===== src/rtl/corr_pkg.sv =====
// Shared definitions for the correlation scan controller and correlation-score unit.
package corr_pkg;

  // Window origin coordinate width shared with the correlation unit.
  localparam int unsigned COORD_W = 13;

  // Default score width.
  localparam int unsigned SCORE_W_DEF = 32;

  // Search template size shared with the correlation unit.
  localparam int unsigned SEARCH_H_RES_DEF = 32;
  localparam int unsigned SEARCH_V_RES_DEF = 32;

  // Scan controller states.
  typedef enum logic [2:0] {
    StIdle,
    StLaunch,
    StArm,
    StWait,
    StCompare,
    StAdvance,
    StDone
  } scan_state_e;

endpackage


===== src/rtl/corr_best_tracker.sv =====
// Best-score register set: clears on scan start and keeps the strictly higher
// score offered while update is enabled. On a tie the earlier position is kept.
module corr_best_tracker
  import corr_pkg::*;
#(
  parameter int unsigned SCORE_W = SCORE_W_DEF
) (
  input  logic               clk_i,
  input  logic               rst_ni,
  input  logic               clr_i,
  input  logic               upd_en_i,
  input  logic [COORD_W-1:0] x_i,
  input  logic [COORD_W-1:0] y_i,
  input  logic [SCORE_W-1:0] score_i,
  output logic [COORD_W-1:0] best_x_o,
  output logic [COORD_W-1:0] best_y_o,
  output logic [SCORE_W-1:0] best_score_o,
  output logic               best_valid_o
);

  logic [COORD_W-1:0] best_x_q, best_x_d;
  logic [COORD_W-1:0] best_y_q, best_y_d;
  logic [SCORE_W-1:0] best_score_q, best_score_d;
  logic               best_valid_q, best_valid_d;
  logic               take;

  // The first result after a clear is always taken; later ones only if strictly better.
  assign take = upd_en_i && (!best_valid_q || (score_i > best_score_q));

  // Next-state: clear has priority over update.
  always_comb begin
    best_x_d     = best_x_q;
    best_y_d     = best_y_q;
    best_score_d = best_score_q;
    best_valid_d = best_valid_q;
    if (clr_i) begin
      best_x_d     = '0;
      best_y_d     = '0;
      best_score_d = '0;
      best_valid_d = 1'b0;
    end else if (take) begin
      best_x_d     = x_i;
      best_y_d     = y_i;
      best_score_d = score_i;
      best_valid_d = 1'b1;
    end
  end

  // Best-result registers with synchronous active-low reset.
  always_ff @(posedge clk_i) begin
    if (!rst_ni) begin
      best_x_q     <= '0;
      best_y_q     <= '0;
      best_score_q <= '0;
      best_valid_q <= 1'b0;
    end else begin
      best_x_q     <= best_x_d;
      best_y_q     <= best_y_d;
      best_score_q <= best_score_d;
      best_valid_q <= best_valid_d;
    end
  end

  assign best_x_o     = best_x_q;
  assign best_y_o     = best_y_q;
  assign best_score_o = best_score_q;
  assign best_valid_o = best_valid_q;

endmodule


===== src/rtl/corr_scan_ctrl.sv =====
// Correlation scan controller: rasters the window origin over the frame, launches
// one correlation per position, waits for a fresh finished edge and tracks the best.
// Optional early exit on a score at or above EARLY_EXIT_SCORE is enabled by defining
// CORR_SCAN_EARLY_EXIT_EN.
module corr_scan_ctrl
  import corr_pkg::*;
#(
  parameter int unsigned       FRAME_H_RES      = 640,
  parameter int unsigned       FRAME_V_RES      = 480,
  parameter int unsigned       SEARCH_H_RES     = SEARCH_H_RES_DEF,
  parameter int unsigned       SEARCH_V_RES     = SEARCH_V_RES_DEF,
  parameter int unsigned       STEP             = 4,
  parameter int unsigned       SCORE_W          = SCORE_W_DEF,
  parameter logic [SCORE_W-1:0] EARLY_EXIT_SCORE = {SCORE_W{1'b1}}
) (
  input  logic               iCLK,
  input  logic               iRST_N,
  input  logic               iStart,
  input  logic               iAbort,
  output logic               oBusy,
  output logic               oDone,
  output logic [COORD_W-1:0] oXstart,
  output logic [COORD_W-1:0] oYstart,
  output logic               oCorrStart,
  input  logic               iCorrFinished,
  input  logic [SCORE_W-1:0] iScore,
  output logic [COORD_W-1:0] oBestX,
  output logic [COORD_W-1:0] oBestY,
  output logic [SCORE_W-1:0] oBestScore,
  output logic               oBestValid
);

  // Elaboration-time parameter sanity checks.
  if (SEARCH_H_RES > FRAME_H_RES) begin : g_bad_h_res
    $error("corr_scan_ctrl: SEARCH_H_RES exceeds FRAME_H_RES");
  end
  if (SEARCH_V_RES > FRAME_V_RES) begin : g_bad_v_res
    $error("corr_scan_ctrl: SEARCH_V_RES exceeds FRAME_V_RES");
  end
  if (STEP == 0) begin : g_bad_step
    $error("corr_scan_ctrl: STEP must be greater than zero");
  end
  if ((FRAME_H_RES >= (1 << COORD_W)) || (FRAME_V_RES >= (1 << COORD_W))) begin : g_bad_frame
    $error("corr_scan_ctrl: frame size does not fit the coordinate width");
  end

  // Position arithmetic is one bit wider than the coordinates so X+STEP cannot wrap.
  localparam logic [COORD_W:0] XMax  = (COORD_W + 1)'(FRAME_H_RES - SEARCH_H_RES);
  localparam logic [COORD_W:0] YMax  = (COORD_W + 1)'(FRAME_V_RES - SEARCH_V_RES);
  localparam logic [COORD_W:0] StepW = (COORD_W + 1)'(STEP);

`ifdef CORR_SCAN_EARLY_EXIT_EN
  localparam bit EarlyExitEn = 1'b1;
`else
  localparam bit EarlyExitEn = 1'b0;
`endif

  scan_state_e        state_q, state_d;
  logic [COORD_W-1:0] x_q, x_d;
  logic [COORD_W-1:0] y_q, y_d;
  logic               prev_q, prev_d;
  logic [SCORE_W-1:0] score_q, score_d;
  logic [COORD_W:0]   x_inc, y_inc;
  logic               early_hit;
  logic               best_clr;
  logic               best_upd;

  assign x_inc     = {1'b0, x_q} + StepW;
  assign y_inc     = {1'b0, y_q} + StepW;
  assign early_hit = EarlyExitEn && (score_q >= EARLY_EXIT_SCORE);

  // Next-state, position stepping and best-tracker control; abort overrides everything.
  always_comb begin
    state_d  = state_q;
    x_d      = x_q;
    y_d      = y_q;
    prev_d   = prev_q;
    score_d  = score_q;
    best_clr = 1'b0;
    best_upd = 1'b0;
    if (iAbort) begin
      state_d = StIdle;
    end else begin
      unique case (state_q)
        StIdle: begin
          if (iStart) begin
            state_d  = StLaunch;
            x_d      = '0;
            y_d      = '0;
            best_clr = 1'b1;
          end
        end
        StLaunch: state_d = StArm;
        StArm: begin
          // Snapshot the finished level so a stale high from the last position is not taken.
          prev_d  = iCorrFinished;
          state_d = StWait;
        end
        StWait: begin
          prev_d = iCorrFinished;
          if (!prev_q && iCorrFinished) begin
            score_d = iScore;
            state_d = StCompare;
          end
        end
        StCompare: begin
          best_upd = 1'b1;
          state_d  = early_hit ? StDone : StAdvance;
        end
        StAdvance: begin
          if (x_inc <= XMax) begin
            x_d     = x_inc[COORD_W-1:0];
            state_d = StLaunch;
          end else if (y_inc <= YMax) begin
            x_d     = '0;
            y_d     = y_inc[COORD_W-1:0];
            state_d = StLaunch;
          end else begin
            state_d = StDone;
          end
        end
        StDone:  state_d = StIdle;
        default: state_d = StIdle;
      endcase
    end
  end

  // Controller state registers with synchronous active-low reset.
  always_ff @(posedge iCLK) begin
    if (!iRST_N) begin
      state_q <= StIdle;
      x_q     <= '0;
      y_q     <= '0;
      prev_q  <= 1'b0;
      score_q <= '0;
    end else begin
      state_q <= state_d;
      x_q     <= x_d;
      y_q     <= y_d;
      prev_q  <= prev_d;
      score_q <= score_d;
    end
  end

  corr_best_tracker #(
    .SCORE_W (SCORE_W)
  ) u_best (
    .clk_i        (iCLK),
    .rst_ni       (iRST_N),
    .clr_i        (best_clr),
    .upd_en_i     (best_upd),
    .x_i          (x_q),
    .y_i          (y_q),
    .score_i      (score_q),
    .best_x_o     (oBestX),
    .best_y_o     (oBestY),
    .best_score_o (oBestScore),
    .best_valid_o (oBestValid)
  );

  assign oBusy      = (state_q != StIdle) && (state_q != StDone);
  assign oDone      = (state_q == StDone);
  assign oCorrStart = (state_q == StLaunch);
  assign oXstart    = x_q;
  assign oYstart    = y_q;

endmodule


===== config.mk =====
export PLATFORM = sky130hd
export DESIGN_NAME = corr_scan_ctrl
export DESIGN_NICKNAME = d
export VERILOG_FILES = /design/src/rtl/corr_pkg.sv /design/src/rtl/corr_best_tracker.sv /design/src/rtl/corr_scan_ctrl.sv
export SDC_FILE = /design/constraint.sdc
export NUM_CORES = 1
export LEC_CHECK = 0
export ABC_AREA = 1
export CAP_MARGIN = 20
export CELL_PAD_IN_SITES_DETAIL_PLACEMENT = 1
export CELL_PAD_IN_SITES_GLOBAL_PLACEMENT = 2
export CORE_ASPECT_RATIO = 1.2
export CORE_UTILIZATION = 38
export CTS_CLUSTER_DIAMETER = 200
export CTS_CLUSTER_SIZE = 28
export DETAILED_ROUTE_END_ITERATION = 6
export DONT_BUFFER_PORTS = 1
export GPL_TIMING_DRIVEN = 0
export PLACE_DENSITY = 0.88
export SYNTH_ARGS = -nofsm -noshare
export SYNTH_HDL_FRONTEND = slang
export SYNTH_SLANG_ARGS = --single-unit

===== constraint.sdc =====
create_clock -name iCLK -period 3.4 [get_ports iCLK]
set_input_delay 0.34 -clock iCLK [delete_from_list [all_inputs] [get_ports iCLK]]
set_output_delay 0.34 -clock iCLK [all_outputs]
set_load 0.02 [all_outputs]

==> results of run 1 <==
layout by cell type, fill, tap and decap left out, types with 3 or more instances in the layout:
master / count
sky130_fd_sc_hd__dfxtp_1: 113
sky130_fd_sc_hd__clkinv_2: 3
sky130_fd_sc_hd__clkinv_1: 3
sky130_fd_sc_hd__inv_1: 110
sky130_fd_sc_hd__clkbuf_16: 17
sky130_fd_sc_hd__nand3_4: 4
sky130_fd_sc_hd__nor2_2: 19
sky130_fd_sc_hd__nor2_4: 3
sky130_fd_sc_hd__buf_4: 9
sky130_fd_sc_hd__ha_1: 36
sky130_fd_sc_hd__clkbuf_1: 37
sky130_fd_sc_hd__nand2_4: 3
sky130_fd_sc_hd__clkbuf_8: 3
sky130_fd_sc_hd__conb_1: 8
sky130_fd_sc_hd__nand4_1: 16
sky130_fd_sc_hd__bufinv_16: 5
sky130_fd_sc_hd__nand2_1: 169
sky130_fd_sc_hd__nor3_1: 7
sky130_fd_sc_hd__a21oi_1: 102
sky130_fd_sc_hd__nor3_2: 3
sky130_fd_sc_hd__buf_2: 6
sky130_fd_sc_hd__nand2_2: 7
sky130_fd_sc_hd__o21ai_0: 42
sky130_fd_sc_hd__nand3_1: 87
sky130_fd_sc_hd__nor2_1: 99
power breakdown:
part | internal [mW] | switching, mW
logic | 0.0662 | 0.142
clock network | 1.35 | 0.651
registers | 1.34 | 0.0459
total | 2.76 | 0.839
layer usage:
layer / share of wire / global-route usage / vias to the layer above
met1: 0.41 / 0.261 / 2713
met3: 0.055 / 0.0715 / 13
met5: 0 / 0 / -
li1: - / - / 2930
met4: 0.0099 / 0.0766 / 0
met2: 0.52 / 0.429 / 101
final cells by class:
cell class | instances | share of cell area
clock buffers | 22 | 0.0664
plain buffers | 50 | 0.0321
multi-input cells | 622 | 0.460
well taps | 208 | 0.0365
inverters | 117 | 0.0622
clock inverters | 10 | 0.0252
diodes | 2 | 0.000701
flip-flops and latches | 113 | 0.317
cells by family (layout without fill, tap and decap cells):
kind of cell / after synthesis / in the layout / share of synthesized area
simple gates: 424 / 424 / 0.320
buf+inv: 167 / 199 / 0.109
compound gates: 152 / 152 / 0.128
flops: 113 / 113 / 0.365
fa+ha+maj: 36 / 36 / 0.0727
xor+xnor: 2 / 2 / 0.00404
other cells: 1 / 10 / 0.000605
registers in the layout, summed over array words and instances, names as in the netlist:
| signal | cells |
|---|---|
| oYstart | 11 |
| score_q | 32 |
| u_best.best_valid_o | 1 |
| prev_q | 1 |
| state_q | 3 |
| u_best.best_score_o | 32 |
| oXstart | 11 |
| u_best.best_x_o | 11 |
| u_best.best_y_o | 11 |
per-stage QoR:
stage / hold WS (ps) / instance area (sq um) / setup WS (ps)
detailed placement: 455 / 6480 / 605
finish: 96.4 / 7140 / 657
floorplan: 434 / 6220 / 1300
global placement: 457 / 6480 / 622
global route: 94.7 / 7140 / 284
CTS: 79.0 / 7130 / 570
worst min-delay path, stage by stage:
cell and delay, ps:
sky130_fd_sc_hd__nor2_1 40, sky130_fd_sc_hd__nand2_1 60, sky130_fd_sc_hd__inv_1 30
final timing paths:
path / startpoint / slack, ps / endpoint
worst max-delay path: u_best.best_score_o[31] / 660 / u_best.best_score_o[19]
worst min-delay path: iAbort / 100 / state_q[1]
worst max register to register: u_best.best_score_o[31] / 660 / u_best.best_score_o[19]
worst min register to register: prev_q / 470 / prev_q
==> insert_results.sql, run 1 <==
INSERT INTO impl_metrics (metric_group, metric, value, unit) VALUES
('drt', 'overall_via_count_from_detail_route', '5757', ''),
('min_path', 'min_path_cells', '3', ''),
('clocking', 'cts.sinks', '113', ''),
('clocking', 'cts.repair.resized', '0', ''),
('timing', 'maxSlewHeadroom', '0.461', ''),
('placed_design', 'port_buffers', '0', ''),
('synth', 'postSynthRegisterBits', '113', ''),
('setup_path', 'crit_path_depth', '14', ''),
('drt', 'drc', '0', ''),
('setup_path', 'worst_setup_path_start_kind', 'flop', ''),
('die', 'dieArea', '0.0168', 'sq mm'),
('setup_path', 'slowest_delay', '510', 'ps'),
('synth', 'synthesis.area', '0.00619', 'sq mm'),
('synth', 'synth.avg_cell_area', '6.92', 'sq um'),
('pwr', 'peakVddDrop', '0.308', 'mV'),
('setup_path', 'worst_path_dominant_cell_family', 'simple AND/OR/NAND/NOR gates', ''),
('synth', 'synth_top_area_cell', 'sky130_fd_sc_hd__dfxtp_1', ''),
('synth', 'synth-edff-count', '0', ''),
('finish', 'finish.utilization', '0.453', ''),
('global_routing', 'grtUsageTotal', '0.236', ''),
('clocking', 'htreeDepth', '4', ''),
('timing', 'drv_slew', '0', ''),
('timing', 'worst-slew-pin-transition', '805', 'ps'),
('drt', 'finalWirelength', '19000', 'microns'),
('timing', 'fin_worst_skew', '15.6', 'ps'),
('global_routing', 'pin_count_of_the_biggest_net_entering_global_routing', '17', ''),
('global_routing', 'initial_antenna_violation_count', '2', ''),
('clocking', 'cts_made_buffers', '17', ''),
('clocking', 'ctsLongestPathBuffers', '2', ''),
('synth', 'most_frequently_used_flop_master_after_synthesis', 'sky130_fd_sc_hd__dfxtp_1', ''),
('setup_path', 'worstSetupEndpointType', 'flop', ''),
('setup_path', 'critical-path-slowest-cell', 'sky130_fd_sc_hd__dfxtp_1', ''),
('timing', 'timing_hold_violations_final', '0', ''),
('finish', 'fillCellCount', '2073', ''),
('job', 'number_of_max_cap_violations', '0', ''),
('setup_path', 'r2r.worst_path.cells', '14', ''),
('die', 'placeableCoreArea', '0.0158', 'sq mm'),
('drt', 'vias_per_cell', '5.03', ''),
('clocking', 'cts_tree', 'done', ''),
('synth', 'asyncSetResetFlopFracSynth', '0', ''),
('die', 'die_h', '142', 'microns'),
('setup_path', 'cp.required', '3710', 'ps'),
('synth', 'yosysWarnings', '0', ''),
('synth', 'fraction_of_the_yosys_area_taken_by_sequential_cells', '0.365', ''),
('synth', 'synthDistinctLibCells', '37', ''),
('finish', 'final_nets', '994', ''),
('pwr', 'power_per_cell_area', '504', 'mW/mm^2'),
('drt', 'route.detailed.wl_per_inst', '16.6', 'microns'),
('timing', 'final_period_minus_worst_setup_slack', '2740', 'ps'),
('synth', 'ys_top_cells_by_count', '169 x sky130_fd_sc_hd__nand2_1, 113 x sky130_fd_sc_hd__dfxtp_1, 110 x sky130_fd_sc_hd__inv_1', ''),
('global_routing', 'grt.overflow.total', '0', ''),
('clocking', 'cts_root_buffer', 'sky130_fd_sc_hd__clkbuf_16', ''),
('synth', 'netlist_instances', '895', ''),
('clocking', 'later_pin_clock_latency_in_the_skew_report', '420', 'ps'),
('die', 'placementRows', '50', ''),
('pwr', 'p_leak', '2.84', 'nW'),
('status', 'outcome', 'completed', ''),
('finish', 'area_growth', '15.3', '%'),
('setup_path', 'cp_common_cell', 'sky130_fd_sc_hd__nand2_1', ''),
('die', 'die-width', '119', 'microns'),
('placed_design', 'placed_cells', '1110', ''),
('global_routing', 'grt_pass1_vias', '5941', ''),
('global_routing', 'grt_pass1_wl', '30800', 'microns'),
('synth', 'synth.most_common_cell', 'sky130_fd_sc_hd__nand2_1', ''),
('timing', 'grt_setup_unrepaired', 'false', ''),
('finish', 'regArea', '0.00226', 'sq mm'),
('pwr', 'power.total', '3.60', 'mW'),
('setup_path', 'critPathArrivalTime', '3060', 'ps'),
('die', 'ios', '125', ''),
('min_path', 'hold_crit_path_type', 'in -> reg', ''),
('synth', 'synth_area_leaders', 'sky130_fd_sc_hd__dfxtp_1 37%, sky130_fd_sc_hd__nand2_1 10%, sky130_fd_sc_hd__a21oi_1 8.2%', '');
Power figures use the tool's default switching activity.
==> run 2: changes to the inputs <==
--- a/config.mk
+++ b/config.mk
@@ -10,13 +10,13 @@
 export CELL_PAD_IN_SITES_DETAIL_PLACEMENT = 1
 export CELL_PAD_IN_SITES_GLOBAL_PLACEMENT = 2
 export CORE_ASPECT_RATIO = 1.2
-export CORE_UTILIZATION = 38
+export CORE_UTILIZATION = 31
 export CTS_CLUSTER_DIAMETER = 200
 export CTS_CLUSTER_SIZE = 28
 export DETAILED_ROUTE_END_ITERATION = 6
 export DONT_BUFFER_PORTS = 1
 export GPL_TIMING_DRIVEN = 0
-export PLACE_DENSITY = 0.88
+export PLACE_DENSITY = 0.77
 export SYNTH_ARGS = -nofsm -noshare
 export SYNTH_HDL_FRONTEND = slang
 export SYNTH_SLANG_ARGS = --single-unit
==> constraint.sdc (replaced) <==
create_clock -name iCLK -period 2.2 [get_ports iCLK]
set_input_delay 0.22 -clock iCLK [delete_from_list [all_inputs] [get_ports iCLK]]
set_output_delay 0.22 -clock iCLK [all_outputs]
set_load 0.02 [all_outputs]
==> run 2 against run 1 <==
Effect of this change:
- global-route usage fell by 3.2 points
- sequential power grew 53%
- register-to-register slack lost 650 ps
- critical endpoint is now u_best.best_score_o[31]
==> insert_results.sql, run 2 (same netlist as run 1, synthesis figures left out) <==
INSERT INTO impl_metrics (metric_group, metric, value, unit) VALUES
('status', 'outcome', 'completed', ''),
('die', 'placementRows', '56', ''),
('finish', 'mostFrequentLayoutCells', '155 x sky130_fd_sc_hd__nand2_1, 95 x sky130_fd_sc_hd__inv_1, 92 x sky130_fd_sc_hd__nor2_1', ''),
('clocking', 'cts_root_buffer', 'sky130_fd_sc_hd__clkbuf_16', ''),
('clocking', 'worst_setup_hold_path_clk_slew', '60', 'ps'),
('setup_path', 'r2r.worst_path.cells', '13', ''),
('timing', 'timing_hold_violations_final', '0', ''),
('pwr', 'power_per_cell_area', '668', 'mW/mm^2'),
('placed_design', 'dp_hpwl', '14800', 'microns'),
('setup_path', 'regToRegSetupSlack', '6', 'ps'),
('setup_path', 'timing.setup.critical_path_class', 'reg -> reg', ''),
('setup_path', 'r2r_end', 'u_best.best_score_o[31]', ''),
('die', 'placeableCoreArea', '0.0195', 'sq mm'),
('setup_path', 'critical_path_peak_fanout', '10', ''),
('pwr', 'p_leak', '3.15', 'nW'),
('timing', 'final_period_minus_worst_setup_slack', '2190', 'ps'),
('min_path', 'whs_endpoint', 'score_q[21]', ''),
('drt', 'overall_via_count_from_detail_route', '5900', ''),
('finish', 'regArea', '0.00240', 'sq mm'),
('timing', 'final_critical_path_setup_slack', '6.04', 'ps'),
('die', 'dieArea', '0.0206', 'sq mm'),
('global_routing', 'grt_use_met2', '0.371', ''),
('pwr', 'netSwitchingFraction', '0.243', ''),
('pwr', 'netSwitchingPower', '1.33', 'mW'),
('setup_path', 'worstSetupEndpointType', 'flop', ''),
('die', 'die_h', '157', 'microns'),
('timing', 'fin_worst_skew', '11.1', 'ps'),
('placed_design', 'gp_congestion', '0.775', ''),
('pwr', 'power.total', '5.49', 'mW'),
('finish', 'fillCellCount', '2393', ''),
('die', 'starting_density_of_the_core', '0.317', ''),
('job', 'number_of_max_cap_violations', '0', ''),
('clocking', 'htreeDepth', '4', ''),
('setup_path', 'worst_setup_path_start_kind', 'flop', ''),
('finish', 'area_used_by_multi_input_combinational_logic', '0.00380', 'sq mm'),
('pwr', 'clock_power_share', '0.549', ''),
('min_path', 'min-delay-start', 'iScore[21]', ''),
('drt', 'drc', '0', ''),
('drt', 'route.detailed.wl_per_inst', '16.8', 'microns'),
('finish', 'final_layout_size_suffix_gt1_frac', '0.262', ''),
('timing', 'drv_slew', '0', ''),
('finish', 'final_nets', '1019', ''),
('clocking', 'cts.sinks', '113', ''),
('global_routing', 'grtUsageTotal', '0.204', ''),
('setup_path', 'r2r-start', 'u_best.best_score_o[22]', ''),
('finish', 'layout.cells.most_common', 'sky130_fd_sc_hd__nand2_1', ''),
('placed_design', 'port_buffers', '0', ''),
('global_routing', 'grt_util_met1', '0.226', ''),
('timing', 'timing.fmax', '456', 'MHz'),
('setup_path', 'cp.required', '2510', 'ps'),
('timing', 'worst-slew-pin-transition', '802', 'ps'),
('setup_path', 'worst_path_dominant_cell_family', 'simple AND/OR/NAND/NOR gates', ''),
('clocking', 'later_pin_clock_latency_in_the_skew_report', '420', 'ps'),
('drt', 'finalWirelength', '20500', 'microns'),
('setup_path', 'crit_path_depth', '13', ''),
('setup_path', 'crit_chain', 'inv_2, ha_4, nand2_2, nor2_2, nand4_1, nor2_4, nand4_1, nand2_2, nand2_4, buf_8, buf_6, a21oi_1, nor2_1', ''),
('pwr', 'power.internal', '4.15', 'mW'),
('timing', 'setup_viol_count_final', '0', ''),
('setup_path', 'critical-path-slowest-cell', 'sky130_fd_sc_hd__dfxtp_4', ''),
('die', 'ios', '125', ''),
('global_routing', 'grt.overflow.total', '0', ''),
('setup_path', 'slowest_delay', '390', 'ps'),
('timing', 'grt_setup_unrepaired', 'true', ''),
('pwr', 'relative_contribution_of_sequential_cells_to_total_power', '0.386', ''),
('drt', 'dr.first_iter.drc_count', '132', ''),
('global_routing', 'pin_count_of_the_biggest_net_entering_global_routing', '17', ''),
('global_routing', 'grt_pass1_wl', '31800', 'microns'),
('setup_path', 'critPathBufInv', '3', ''),
('min_path', 'hold_crit_path_type', 'in -> reg', ''),
('min_path', 'min_path_cells', '2', ''),
('global_routing', 'initial_antenna_violation_count', '1', ''),
('die', 'die-width', '131', 'microns'),
('drt', 'vias_per_cell', '4.83', ''),
('global_routing', 'grt_pass1_vias', '6052', ''),
('placed_design', 'place_ws', '-672', 'ps'),
('setup_path', 'critPathArrivalTime', '2500', 'ps'),
('drt', 'first_pass_iters', '4', ''),
('finish', 'area_growth', '32.6', '%'),
('timing', 'maxSlewHeadroom', '0.465', ''),
('timing', 'final_min_period_over_clock_period', '0.997', ''),
('pwr', 'peakVddDrop', '0.554', 'mV'),
('clocking', 'ctsLongestPathBuffers', '2', ''),
('global_routing', 'highest_utilization_routing_layer_at_the_global_route_stage', 'met2', ''),
('clocking', 'cts_made_buffers', '17', ''),
('pwr', 'share_comb_of_total_power', '0.066', ''),
('global_routing', 'grt_util_met3', '0.0578', ''),
('drt', 'route.antenna.remaining_nets', '0', ''),
('clocking', 'cts_tree', 'done', '');
-- run 2: changes by cell type in the layout (fill, tap and decap cells not counted), moves of 12 or more --
cell	previous run	this run
sky130_fd_sc_hd__ha_1	36	13
sky130_fd_sc_hd__dfxtp_2	0	15
sky130_fd_sc_hd__a21oi_1	102	78
sky130_fd_sc_hd__inv_2	2	14
sky130_fd_sc_hd__dlygate4sd3_1	0	16
sky130_fd_sc_hd__nand2_1	169	155
sky130_fd_sc_hd__ha_4	0	22
sky130_fd_sc_hd__dfxtp_4	0	32
sky130_fd_sc_hd__inv_1	110	95
sky130_fd_sc_hd__dfxtp_1	113	66
sky130_fd_sc_hd__a21oi_2	1	24
-- run 2: worst max path at each step --
stage | to | start | slack [ps]
5_1_grt | u_best.best_y_o[8] | u_best.best_score_o[22] | -140
2_1_floorplan | u_best.best_x_o[10] | u_best.best_score_o[21] | 100
3_5_place_dp | u_best.best_x_o[9] | u_best.best_score_o[31] | -670
4_1_cts | oYstart[2] | oYstart[2] | 5
6_report | u_best.best_score_o[31] | u_best.best_score_o[22] | 6
3_3_place_gp | u_best.best_score_o[4] | u_best.best_score_o[31] | -660
-- run 2: worst register-to-register path, cell delays in order (launching register included) --
cell,delay (ps)
sky130_fd_sc_hd__dfxtp_4,390
sky130_fd_sc_hd__inv_2,50
sky130_fd_sc_hd__ha_4,260
sky130_fd_sc_hd__nand2_2,60
sky130_fd_sc_hd__nor2_2,130
sky130_fd_sc_hd__nand4_1,170
sky130_fd_sc_hd__nor2_4,160
sky130_fd_sc_hd__nand4_1,120
sky130_fd_sc_hd__nand2_2,150
sky130_fd_sc_hd__nand2_4,110
sky130_fd_sc_hd__buf_8,170
sky130_fd_sc_hd__buf_6,150
sky130_fd_sc_hd__a21oi_1,130
sky130_fd_sc_hd__nor2_1,60
-- run 2: cell type report --
| class | instances | share of cell area |
|---|---|---|
| Clock buffer | 23 | 0.0582 |
| Buffer | 50 | 0.0404 |
| Sequential cell | 113 | 0.292 |
| Inverter | 117 | 0.0576 |
| Tap cell | 261 | 0.0398 |
| Antenna cell | 1 | 0.000305 |
| Multi-Input combinational cell | 623 | 0.463 |
| Clock inverter | 9 | 0.0187 |
| Timing Repair Buffer | 24 | 0.0302 |
-- run 2: per-layer routing --
metal	up-vias	wire length [microns]	share of wire
li1	2990	-	-
met1	2800	8480	0.41
met2	88	10700	0.52
met3	22	1090	0.053
met4	0	256	0.012
met5	-	0	0
-- run 2: stage by stage --
stage	utilization	hold WS [ps]	instances	cell area, sq um	setup TNS, ps
floorplan	-	388	902	6220	0
global placement	0.335	417	1163	6550	-41480
detailed placement	0.335	421	1163	6550	-41820
CTS	0.390	1.80	1213	7630	0
global route	0.420	6.72	1221	8210	-4680
finish	0.420	19.5	1221	8210	0
-- run 2: what timing repair did --
item / 4_1_cts / 5_1_grt
gates resized for setup: 98 / 138
gates cloned: 1 / 1
setup buffers: 1 / 6
endpoints found under the hold margin: 17 / 0
pin swaps: 11 / 33
hold buffers: 16 / 0
endpoints found under the setup margin: 108 / 94
-- run 2: power by group through the flow --
stage	clock [mW]	sequential, mW	combinational, mW
floorplan	0	2.17	0.252
global placement	0	2.19	0.324
detailed placement	0	2.19	0.327
CTS	3.07	2.13	0.358
global route	3.15	2.12	0.408
finish	3.01	2.12	0.361
